**src/rtl/mips_seq_pkg.sv**
```systemverilog
// Shared types for the multi-cycle MIPS sequencer.
// State encoding, PC source selects and syscall codes.
package mips_seq_pkg;

  typedef enum logic [2:0] {
    S_IDLE,
    S_FETCH,
    S_DECODE,
    S_EXEC,
    S_MEM,
    S_WB,
    S_HALT,
    S_ERR
  } state_t;

  localparam logic [1:0] PCSRC_SEQ = 2'd0;
  localparam logic [1:0] PCSRC_BR  = 2'd1;
  localparam logic [1:0] PCSRC_J   = 2'd2;
  localparam logic [1:0] PCSRC_JR  = 2'd3;

  localparam logic [31:0] EXIT_CODE = 32'd10;

  // JR beats J beats a taken branch; otherwise fall through.
  function automatic logic [1:0] pc_sel(
    input logic jr,
    input logic j,
    input logic br,
    input logic cond
  );
    if (jr)
      return PCSRC_JR;
    else if (j)
      return PCSRC_J;
    else if (br && cond)
      return PCSRC_BR;
    else
      return PCSRC_SEQ;
  endfunction

endpackage

```
**src/rtl/mem_wait_timer.sv**
```systemverilog
// Counts memory wait cycles; tc flags the last allowed
// wait cycle so the FSM can bail out on that same cycle.
module mem_wait_timer #(
  parameter int unsigned MEM_TIMEOUT = 255
) (
  input  logic clk,
  input  logic reset,
  input  logic clear,
  input  logic en,
  output logic tc
);

  logic [15:0] count;

  always_ff @(posedge clk) begin
    if (reset || clear)
      count <= '0;
    else if (en)
      count <= count + 16'd1;
  end

  assign tc = (count == 16'(MEM_TIMEOUT - 1));

endmodule

```
**src/rtl/mc_sequencer.sv**
```systemverilog
// Multi-cycle fetch/decode/exec/mem/wb sequencer with
// memory handshake, wait timeout, halt and retire count.
module mc_sequencer
  import mips_seq_pkg::*;
#(
  parameter int CNT_W       = 32,
  parameter int MEM_TIMEOUT = 255
) (
  input  logic             clk,
  input  logic             reset,
  input  logic             run,
  input  logic             dec_valid,
  input  logic             dec_regwrite,
  input  logic             dec_memread,
  input  logic             dec_memwrite,
  input  logic             dec_jump,
  input  logic             dec_branch,
  input  logic             dec_jumpreg,
  input  logic             dec_syscall,
  input  logic             dec_exit,
  input  logic             br_cond,
  input  logic             mem_ack,
  output logic             mem_req,
  output logic             mem_we,
  output logic             mem_isel,
  output logic             ir_we,
  output logic             pc_we,
  output logic [1:0]       pc_src,
  output logic             rf_we,
  output logic             halted,
  output logic             illegal,
  output logic [CNT_W-1:0] retired
);

  state_t state;
  state_t next;
  logic   commit;
  logic   in_mem;
  logic   tc;

  assign in_mem = (state == S_FETCH) || (state == S_MEM);

  mem_wait_timer #(
    .MEM_TIMEOUT(MEM_TIMEOUT)
  ) u_timer (
    .clk  (clk),
    .reset(reset),
    .clear(!in_mem),
    .en   (in_mem && !mem_ack),
    .tc   (tc)
  );

  always_ff @(posedge clk) begin
    if (reset)
      state <= S_IDLE;
    else
      state <= next;
  end

  always_ff @(posedge clk) begin
    if (reset)
      retired <= '0;
    else if (commit)
      retired <= retired + 1'b1;
  end

  always_comb begin
    next     = state;
    commit   = 1'b0;
    mem_req  = 1'b0;
    mem_we   = 1'b0;
    mem_isel = 1'b0;
    ir_we    = 1'b0;
    pc_we    = 1'b0;
    pc_src   = PCSRC_SEQ;
    rf_we    = 1'b0;
    halted   = 1'b0;
    illegal  = 1'b0;
    unique case (state)
      S_IDLE: begin
        if (run)
          next = S_FETCH;
      end
      S_FETCH: begin
        mem_req  = 1'b1;
        mem_isel = 1'b1;
        if (mem_ack) begin
          ir_we = 1'b1;
          next  = S_DECODE;
        end else if (tc) begin
          next = S_ERR;
        end
      end
      S_DECODE: begin
        if (!dec_valid)
          next = S_ERR;
        else if (dec_syscall && dec_exit)
          next = S_HALT;
        else
          next = S_EXEC;
      end
      S_EXEC: begin
        if (dec_memread || dec_memwrite)
          next = S_MEM;
        else if (dec_regwrite)
          next = S_WB;
        else
          commit = 1'b1;
      end
      S_MEM: begin
        mem_req = 1'b1;
        mem_we  = dec_memwrite;
        if (mem_ack) begin
          if (dec_memread)
            next = S_WB;
          else
            commit = 1'b1;
        end else if (tc) begin
          next = S_ERR;
        end
      end
      S_WB: begin
        rf_we  = 1'b1;
        commit = 1'b1;
      end
      S_HALT: halted = 1'b1;
      S_ERR:  illegal = 1'b1;
    endcase
    // Retiring cycle: steer the PC and pick up run again.
    if (commit) begin
      pc_we  = 1'b1;
      pc_src = pc_sel(dec_jumpreg, dec_jump,
                      dec_branch, br_cond);
      next   = run ? S_FETCH : S_IDLE;
    end
  end

endmodule

```
**config.mk**
```make
export PLATFORM = sky130hd
export DESIGN_NAME = mc_sequencer
export DESIGN_NICKNAME = d
export VERILOG_FILES = /design/src/rtl/mips_seq_pkg.sv /design/src/rtl/mem_wait_timer.sv /design/src/rtl/mc_sequencer.sv
export SDC_FILE = /design/constraint.sdc
export NUM_CORES = 1
export LEC_CHECK = 0
export BUFFER_PORTS_ARGS = -buffer_cell sky130_fd_sc_hd__buf_4
export CORE_MARGIN = 10
export CORE_UTILIZATION = 29
export DETAILED_ROUTE_END_ITERATION = 16
export SLEW_MARGIN = 25
export SYNTH_ARGS = -nofsm -noshare
export SYNTH_HDL_FRONTEND = slang
export SYNTH_HIERARCHICAL = 1
export SYNTH_SLANG_ARGS = --single-unit
```
**constraint.sdc**
```tcl
create_clock -name clk -period 2.6 [get_ports clk]
set_input_delay 0.52 -clock clk [delete_from_list [all_inputs] [get_ports clk]]
set_output_delay 0.52 -clock clk [all_outputs]
set_load 0.1 [all_outputs]
```
==> results of run 1 <==
cell type report:
| type | count | share of cell area |
|---|---|---|
| repair buffers | 63 | 0.1352 |
| inverters | 8 | 0.008587 |
| flip-flops and latches | 51 | 0.2920 |
| multi-input cells | 259 | 0.4887 |
| clock buffers | 6 | 0.02075 |
| well taps | 129 | 0.04615 |
| clock inverters | 1 | 0.008587 |
cell families after synthesis:
group | count (synthesis) | share of synthesized area
simple gates | 156 | 0.2788
compound gates | 63 | 0.1867
flops | 51 | 0.3628
xor+xnor | 37 | 0.1152
buf+inv | 27 | 0.04313
fa+ha+maj | 3 | 0.01334
critical path, stage by stage:
cell	delay, ns
buf_4	0.12
nor4b_2	0.26
nand2_1	0.28
nand2_2	0.23
o21a_4	0.14
buf_4	0.27
cell usage after synthesis (2+ instances only):
cell type / number
nand2b_1: 2
ha_1: 3
buf_2: 10
clkbuf_1: 7
nor2b_1: 3
a211oi_1: 9
xnor2_1: 31
inv_1: 8
a31oi_1: 4
xor2_1: 6
a21oi_1: 15
a2111oi_2: 11
nor3_1: 2
nand4_1: 13
dfxtp_1: 51
o21a_1: 2
buf_4: 2
a31o_2: 3
and4_1: 6
nand3_1: 14
and2_1: 4
nand2_1: 30
o41ai_1: 2
and3_1: 6
nor2_1: 57
a41o_1: 3
nor4_1: 6
o21ai_0: 5
a21boi_0: 2
registers in the layout, indices dropped and copies added (netlist names):
register / flops
state: 3
retired: 32
u_timer/count: 16
per-layer routing:
metal | up-vias | share of wire | track usage
met5 | - | 0 | 0
met4 | 0 | 0.0054 | 0.02290
met3 | 2 | 0.049 | 0.02808
met1 | 1239 | 0.48 | 0.1316
li1 | 1308 | - | -
met2 | 54 | 0.46 | 0.1672
per-stage QoR:
stage | hold WS [ns] | instances | worst slack [ns]
floorplan | 0.4833 | 337 | 0.06999
global placement | 0.4945 | 510 | 0.2738
detailed placement | 0.4978 | 510 | 0.2469
CTS | 0.5125 | 517 | 0.2397
global route | 0.5470 | 517 | 0.1230
finish | 0.5056 | 517 | 0.2501
report_power, final:
group	internal [µW]	total [µW]	switching (µW)
Sequential	786	791	5.55
Combinational	55.3	187	131
Clock	283	544	261
path summary, 6_finish.rpt:
| kind | to | startpoint | cells after the start |
|---|---|---|---|
| setup reg to reg | u_timer/count[11] | state[2] | 8 |
| hold reg to reg | retired[28] | retired[28] | 2 |
| setup / recovery | pc_src[1] | dec_memread | 6 |
| hold / removal | retired[28] | retired[28] | 2 |
==> metrics.cfg, run 1 <==
[outcome]
outcome = finished, final reports clean

[clocking]
cts_sinks = 51
post_cts_buffers = 0
cts-buffers-inserted = 5
cts_tree = built
clk_path_buf_depth = 2
clk_latency_ns = 0.30
htreeDepth = 2
hold_buffers = 0
cts_root_buffer = clkbuf_8
postCtsResizedCells = 0
clkTransAtPathRegs_ns = 0.09

[floorplanning]
fp.dieH_um = 118.5
die_width_um = 118.5
ios = 56
core_area_mm2 = 0.009328
start_util = 0.3017
dieArea_mm2 = 0.01404
rows = 35

[place]
numPortBuffers = 55
hpwl_mm = 5.594
place_congestion = 0.8068
placed_area_mm2 = 0.003395

[power_and_ir_drop]
ir_drop_v = 0.0003456
p_total_uw = 1522
power_leakage_uw = 0.001203
powerDensity_mw_per_mm2 = 435.1

[layout]
final_common_cell = buf_4
fill_cells = 964
postLayoutCellArea_mm2 = 0.003497
final-seq-area_mm2 = 0.001021
multiInputGateArea_mm2 = 0.001709
drive_above_1_share = 0.2474
nets = 405
area_growth_pct = 24.28
final_core_util = 0.3749
final_cell_mix = buf_4 (63), nor2_1 (57), dfxtp_1 (51)
antennaDiodeCount = 0

[logic_synthesis]
ys_types = 49
mappedNetlistArea_mm2 = 0.002814
yosysSeqAreaShare = 0.3628
async_flop_share = 0
ys_ff_latch = 51
synth_flop_cell = dfxtp_1
yosys.area.top_type = dfxtp_1
ys_top_cells_by_area = dfxtp_1 (36%), xnor2_1 (9.6%), nor2_1 (7.6%)
synth_edf_count = 0
yosys_warnings = 6
syn-instance-count = 337
synth_top_area_share = 0.3628
syn_nets = 354
syn_area_per_cell_um2 = 8.350

[timing]
slew_violations = 0
fmax_mhz = 425.5
hold_violations = 0
maxSlewHeadroom = 0.6171
skew_ns = 0.01573
final.min_clock_period_ns = 2.350
finalCritPeriodShare = 0.9038
setup_viol = 0
rsz0062_at_grt = no
worst_slew_pin_slew_ns = 0.5669
setup_tns_ns = 0

[worst_setup_path]
path_class = in -> out
crit_arrival_ns = 1.83
cp_max_fo = 8
critPathLaunchType = input port
rrSetupSlack_ns = 0.49
cp-end-kind = output pin
cp.required_ns = 2.08

[drt]
wl_per_cell_um = 14.41
drt_pass1_iterations = 4
first_iter_violations = 72
detail-route-antenna-nets = 0
drcViolationCount = 0
wl_mm = 7.449
vias = 2603
vias_per_cell = 5.035

[global_route]
grt-ovfl-total = 0
grt_pass1_vias = 2485
track_usage = 0.1026
grt_pass1_wl_mm = 12.46
antenna_found_initial = 0
grt_max_degree = 35

[hold_path]
hp-class = reg -> reg

[job]
max_cap_violations = 0

No activity file was read; power rests on OpenSTA's default activity.
==> run 2, diff against run 1 <==
--- a/config.mk
+++ b/config.mk
@@ -6,4 +6,5 @@
 export NUM_CORES = 1
 export LEC_CHECK = 0
+export ABC_AREA = 1
 export BUFFER_PORTS_ARGS = -buffer_cell sky130_fd_sc_hd__buf_4
 export CORE_MARGIN = 10
==> constraint.sdc (replaced) <==
create_clock -name clk -period 2.6 [get_ports clk]
set_input_delay 0.52 -clock clk [delete_from_list [all_inputs] [get_ports clk]]
set_output_delay 0.52 -clock clk [all_outputs]
set_load 0.005 [all_outputs]
==> run 2 against run 1 <==
Die area is 8.1% higher. Global-route usage grew 1.2 points. Critical path type is now reg -> out. Sequential power increased by 7.2%.
==> metrics.cfg, run 2 <==
[floorplanning]
rows = 37  ; +5.7%
ios = 56  ; unchanged
die_width_um = 123.2  ; +4.0%
core_area_mm2 = 0.01037  ; +11%
fp.dieH_um = 123.2  ; +4.0%
dieArea_mm2 = 0.01519  ; +8.1%
start_util = 0.2980  ; -0.003656

[clocking]
clkTransAtPathRegs_ns = 0.09  ; about the same
cts_root_buffer = clkbuf_8
clk_path_buf_depth = 2  ; unchanged
htreeDepth = 2  ; unchanged
post_cts_buffers = 0  ; unchanged
postCtsResizedCells = 0  ; unchanged
cts-buffers-inserted = 5  ; unchanged
cts_sinks = 51  ; unchanged
hold_buffers = 0  ; unchanged
cts_tree = built
clk_latency_ns = 0.31  ; about the same

[layout]
fill_cells = 1142  ; +18%
area_growth_pct = 19.31
multiInputGateArea_mm2 = 0.001740  ; +1.8%
fin_cells = 683  ; +32%
top_register = retired
nets = 565  ; +40%
antennaDiodeCount = 0  ; unchanged
final_core_util = 0.3556  ; -0.01934
drive_above_1_share = 0.1737  ; -0.07375
final_common_cell = nand2_1
top_regs = retired x32, u_timer/count x16, state x3
largest_reg_flops = 32  ; unchanged
final_cell_mix = nand2_1 (107), nor2_1 (94), inv_1 (62)
final-seq-area_mm2 = 0.001021  ; unchanged

[logic_synthesis]
yosys_warnings = 6  ; unchanged
ys_top_cells_by_area = dfxtp_1 (33%), nand2_1 (13%), nor2_1 (11%)
yosys-top-cells-count = nand2_1 (107), nor2_1 (94), inv_1 (62), dfxtp_1 (51), nand3_1 (47)
ys_types = 36  ; -27%
yosysSeqAreaShare = 0.3304  ; -0.03246
synth_edf_count = 0  ; unchanged
yosys.cell_count.top_type = nand2_1
ys_ff_latch = 51  ; unchanged
syn_nets = 511  ; +44%
yosys.area.top_type = dfxtp_1
syn_area_per_cell_um2 = 6.256  ; -25%
synth_top_area_share = 0.3304  ; -0.03246
synth_flop_cell = dfxtp_1
syn-instance-count = 494  ; +47%
mappedNetlistArea_mm2 = 0.003090  ; +9.8%
async_flop_share = 0  ; unchanged

[global_route]
use_met1 = 0.1425  ; +0.01090
grt-ovfl-total = 0  ; unchanged
grt_util_met3 = 0.03418  ; +0.006102
antenna_found_initial = 0  ; unchanged
grt_pass1_vias = 3040  ; +22%
busiest_layer = met2
grt_max_degree = 20  ; -43%
grt_pass1_wl_mm = 14.35  ; +15%
track_usage = 0.1149  ; +0.01239
grt_util_met2 = 0.1841  ; +0.01684

[worst_setup_path]
cp.required_ns = 2.08  ; about the same
rrSetupSlack_ns = 0.53  ; +0.04 ns
critPathLaunchType = flip-flop
path_class = reg -> out
cp-end-kind = output pin
crit_path_max_incr_delay_ns = 0.50  ; +0.22 ns
crit_arrival_ns = 1.70  ; -0.13 ns
worst-path-buf-inv = 2  ; unchanged
startpoint = state[1]
r2r_start = state[2]
cp_slowest_cell = dfxtp_1
crit_chain = nand2_2 > nor2_2 > nand3_2 > nand2_4 > inv_2 > a21oi_1 > buf_4
crit_family = flip-flops
cp_max_fo = 12  ; +4

[timing]
slew_violations = 0  ; unchanged
setup_tns_ns = 0  ; unchanged
worst_slew_pin_slew_ns = 0.5635  ; -0.003335 ns
setup_viol = 0  ; unchanged
maxSlewHeadroom = 0.6220  ; +0.004845
rsz0062_at_grt = no
finalCritPeriodShare = 0.8550  ; -0.04884
fmax_mhz = 449.8  ; +5.7%
hold_violations = 0  ; unchanged
final.min_clock_period_ns = 2.223  ; -0.1270 ns
skew_ns = 0.005643  ; -0.01009 ns

[power_and_ir_drop]
p_int_uw = 1145  ; +1.8%
switching_share = 0.3239  ; +0.06258
p_seq_frac = 0.501  ; -0.019
power_leakage_uw = 0.001451  ; +21%
p_total_uw = 1693  ; +11%
p_sw_uw = 548.5  ; +38%
ir_drop_v = 0.0001570  ; -55%
powerDensity_mw_per_mm2 = 459.2  ; +5.5%
clockPowerShare = 0.256  ; -0.101
comb_power_share = 0.243  ; +0.120

[hold_path]
hp-class = reg -> reg
min_from = u_timer/count[3]

[place]
numPortBuffers = 55  ; unchanged
placed_cells = 677  ; +33%
hpwl_mm = 6.730  ; +20%
place_congestion = 0.8355  ; +3.6%

[drt]
drt_pass1_iterations = 4  ; unchanged
drcViolationCount = 0  ; unchanged
detail-route-antenna-nets = 0  ; unchanged
vias = 3226  ; +24%
wl_per_cell_um = 12.67  ; -12%
first_iter_violations = 190  ; +160%
wl_mm = 8.655  ; +16%
vias_per_cell = 4.723  ; -6.2%

[job]
max_cap_violations = 0  ; unchanged

[outcome]
outcome = finished, final reports clean

## run 2: path summary, 6_finish.rpt
kind / endpoint / cells after the start
worst max-delay path: pc_src[0] / 7
worst max register to register: u_timer/count[13] / 13
worst min-delay path: u_timer/count[3] / 1
worst min register to register: u_timer/count[3] / 1
## run 2: routing by layer
| layer | wire length (µm) | vias to the layer above |
|---|---|---|
| met1 | 4071 | 1468 |
| met2 | 3883 | 60 |
| li1 | - | 1690 |
| met4 | 140 | 0 |
| met3 | 559 | 8 |
| met5 | 0 | - |
## run 2: area by class of cell
| class | instances | area share |
|---|---|---|
| sequential | 51 | 0.2769 |
| tap | 136 | 0.04615 |
| inverter | 66 | 0.06719 |
| timing repair buffer | 58 | 0.1181 |
| clock buffer | 6 | 0.01968 |
| multi-input combinational | 366 | 0.4720 |
## run 2: per-stage QoR
step           cell area (µm²)  hold WS (ns)  worst slack, ns
6_report                  3687        0.4779           0.3770
5_1_grt                   3687        0.4920           0.1816
4_1_cts                   3687        0.4786           0.3562
3_5_place_dp              3615        0.4680           0.5672
3_3_place_gp              3615        0.4629           0.6161
2_1_floorplan             3090        0.4434           0.8849
## run 2: power groups by stage
stage          combinational, µW  clock, µW  sequential (µW)
6_report                     412        433              848
5_1_grt                      459        486              855
4_1_cts                      413        460              849
3_5_place_dp                 412          0              867
3_3_place_gp                 413          0              866
2_1_floorplan                299          0              848
## run 2: cells by family after synthesis
family	count (synthesis)	share of synthesized area
adder cells (fa/ha/maj)	3	0.01215
flip-flops	51	0.3304
AO/OA/AOI/OAI	52	0.09069
AND/OR/NAND/NOR	307	0.4490
buffers and inverters	77	0.1065
XOR/XNOR	4	0.01134
==> run 3, diff against run 2 <==
- CORE_UTILIZATION: 29 -> 56
- PLACE_DENSITY: default -> 0.8
==> run 3 against run 2 <==
Hold slack improved by 0.014 ns. Maximum frequency rose by 3.6%. Non-clock buffer count fell by 1. Combinational power fell by 3%. Clock power rose by 16%. Setup slack improved by 0.078 ns. Sequential share of layout area rose by 0.45 points. Largest cell class unchanged. Cell area fell by 1.6%. Utilization rose by 34 points. Clock skew rose by 0.0042 ns. Die area fell by 41%.
==> metrics.cfg, run 3 (synthesis gave the netlist of run 2 again) <==
[global_route]
track_usage = 0.1700  ; +0.05510
antenna_found_initial = 0  ; unchanged
grt_pass1_vias = 2964  ; -2.5%
grt_pass1_wl_mm = 12.90  ; -10%
grt-ovfl-total = 0  ; unchanged
grt_max_degree = 42  ; +110%

[hold_path]
whs_endpoint = state[0]
min_path_cells = 3  ; +2
hp-class = in -> reg
min_from = run

[layout]
final_common_cell = nand2_1
final_core_util = 0.6928  ; +0.3372
final_cell_mix = nand2_1 (107), nor2_1 (94), inv_1 (62)
postLayoutCellArea_mm2 = 0.003628  ; -1.6%
antennaDiodeCount = 0  ; unchanged
nets = 564  ; -0.18%
drive_above_1_share = 0.1770  ; +0.003333
top_register = retired
area_growth_pct = 17.41
fill_cells = 485  ; -58%
top_regs = retired x32, u_timer/count x16, state x3
largest_reg_flops = 32  ; unchanged
fin_cells = 618  ; -9.5%

[clocking]
cts_root_buffer = clkbuf_8
htreeDepth = 2  ; unchanged
post_cts_buffers = 0  ; unchanged
hold_buffers = 0  ; unchanged
cts_sinks = 51  ; unchanged
clk_path_buf_depth = 2  ; unchanged
cts_tree = built
postCtsResizedCells = 0  ; unchanged
clkTransAtPathRegs_ns = 0.09  ; about the same
clk_latency_ns = 0.30  ; about the same
cts-buffers-inserted = 5  ; unchanged

[worst_setup_path]
crit_arrival_ns = 2.34  ; +0.64 ns
critPathLaunchType = flip-flop
path_class = reg -> reg
reg2reg_to = u_timer/count[8]
reg2regPathDepth = 11  ; -2
r2r_start = state[2]
startpoint = state[2]
cp_max_fo = 9  ; -3
cp.required_ns = 2.80  ; +0.72 ns
rrSetupSlack_ns = 0.46  ; -0.07 ns
cp-end-kind = flip-flop

[drt]
vias = 3284  ; +1.8%
vias_per_cell = 5.314  ; +13%
wl_per_cell_um = 12.39  ; -2.2%
wl_mm = 7.658  ; -12%
drcViolationCount = 0  ; unchanged
first_iter_violations = 187  ; -1.6%
drt_pass1_iterations = 4  ; unchanged
detail-route-antenna-nets = 0  ; unchanged

[place]
hpwl_mm = 5.860  ; -13%
place_congestion = 0.9112  ; +9.1%
placed_cells = 610  ; -9.9%
numPortBuffers = 55  ; unchanged
placed_area_mm2 = 0.003525  ; -2.5%

[floorplanning]
die_width_um = 94.29  ; -23%
start_util = 0.5901  ; +0.2920
dieArea_mm2 = 0.008890  ; -41%
ios = 56  ; unchanged
core_area_mm2 = 0.005238  ; -49%
fp.dieH_um = 94.29  ; -23%
rows = 26  ; -30%

[timing]
slew_violations = 0  ; unchanged
fmax_mhz = 466.2  ; +3.6%
skew_ns = 0.009844  ; +0.004200 ns
worst_slew_pin_slew_ns = 0.5858  ; +0.02223 ns
final.min_clock_period_ns = 2.145  ; -0.07812 ns
maxSlewHeadroom = 0.6080  ; -0.01394
finalCritPeriodShare = 0.8249  ; -0.03005
setup_viol = 0  ; unchanged
setup_tns_ns = 0  ; unchanged
hold_violations = 0  ; unchanged
rsz0062_at_grt = no

[job]
max_cap_violations = 0  ; unchanged

[power_and_ir_drop]
power_leakage_uw = 0.001459  ; +0.55%
p_total_uw = 1750  ; +3.3%
ir_drop_v = 0.0003017  ; +92%
powerDensity_mw_per_mm2 = 482.2  ; +5.0%

[outcome]
outcome = finished, final reports clean

==> run 3: worst max-delay path by stage <==
stage	slack, ns	cells after the start	to
floorplan	0.88	6	pc_src[0]
global placement	0.62	11	u_timer/count[8]
detailed placement	0.53	11	u_timer/count[8]
CTS	0.46	7	pc_src[0]
global route	0.22	13	u_timer/count[13]
finish	0.46	11	u_timer/count[8]
==> run 3: metrics by stage <==
stage / setup WS [ns] / hold WS [ns]
4_1_cts: 0.4593 / 0.4840
2_1_floorplan: 0.8849 / 0.4434
3_3_place_gp: 0.6246 / 0.4632
6_report: 0.4552 / 0.4924
3_5_place_dp: 0.5285 / 0.4728
5_1_grt: 0.2242 / 0.4988
==> run 3: final cells by class <==
cell class | instances | area [µm²] | share of cell area
timing repair buffer | 57 | 427.9 | 0.1179
inverter | 66 | 247.7 | 0.06828
clock inverter | 1 | 7.507 | 0.002069
clock buffer | 7 | 96.34 | 0.02655
multi-input combinational | 366 | 1740 | 0.4797
sequential | 51 | 1021 | 0.2814
tap | 70 | 87.58 | 0.02414
==> run 3: where the power goes <==
group / leakage, µW / internal (µW) / switching, µW
Clock: 0.0000505 / 243 / 261
Sequential: 0.000411 / 806 / 40.7
Combinational: 0.000997 / 156 / 243
Total: 0.00146 / 1200 / 545
==> run 3: layer usage <==
metal | part of all wire | track usage
met4 | 0.011 | 0.05063
met5 | 0 | 0
met1 | 0.46 | 0.2191
met3 | 0.094 | 0.04636
met2 | 0.44 | 0.2683
==> run 3: critical path: stages, from the launching register on <==
cell     delay (ns)
dfxtp_1        0.39
inv_1          0.11
nor2_2         0.13
nand2_1        0.11
inv_1          0.11
nor2_2         0.06
nor2_1         0.45
nand2_1        0.14
nor2_1         0.21
nand3_1        0.13
o21ai_0        0.16
a21oi_1        0.06
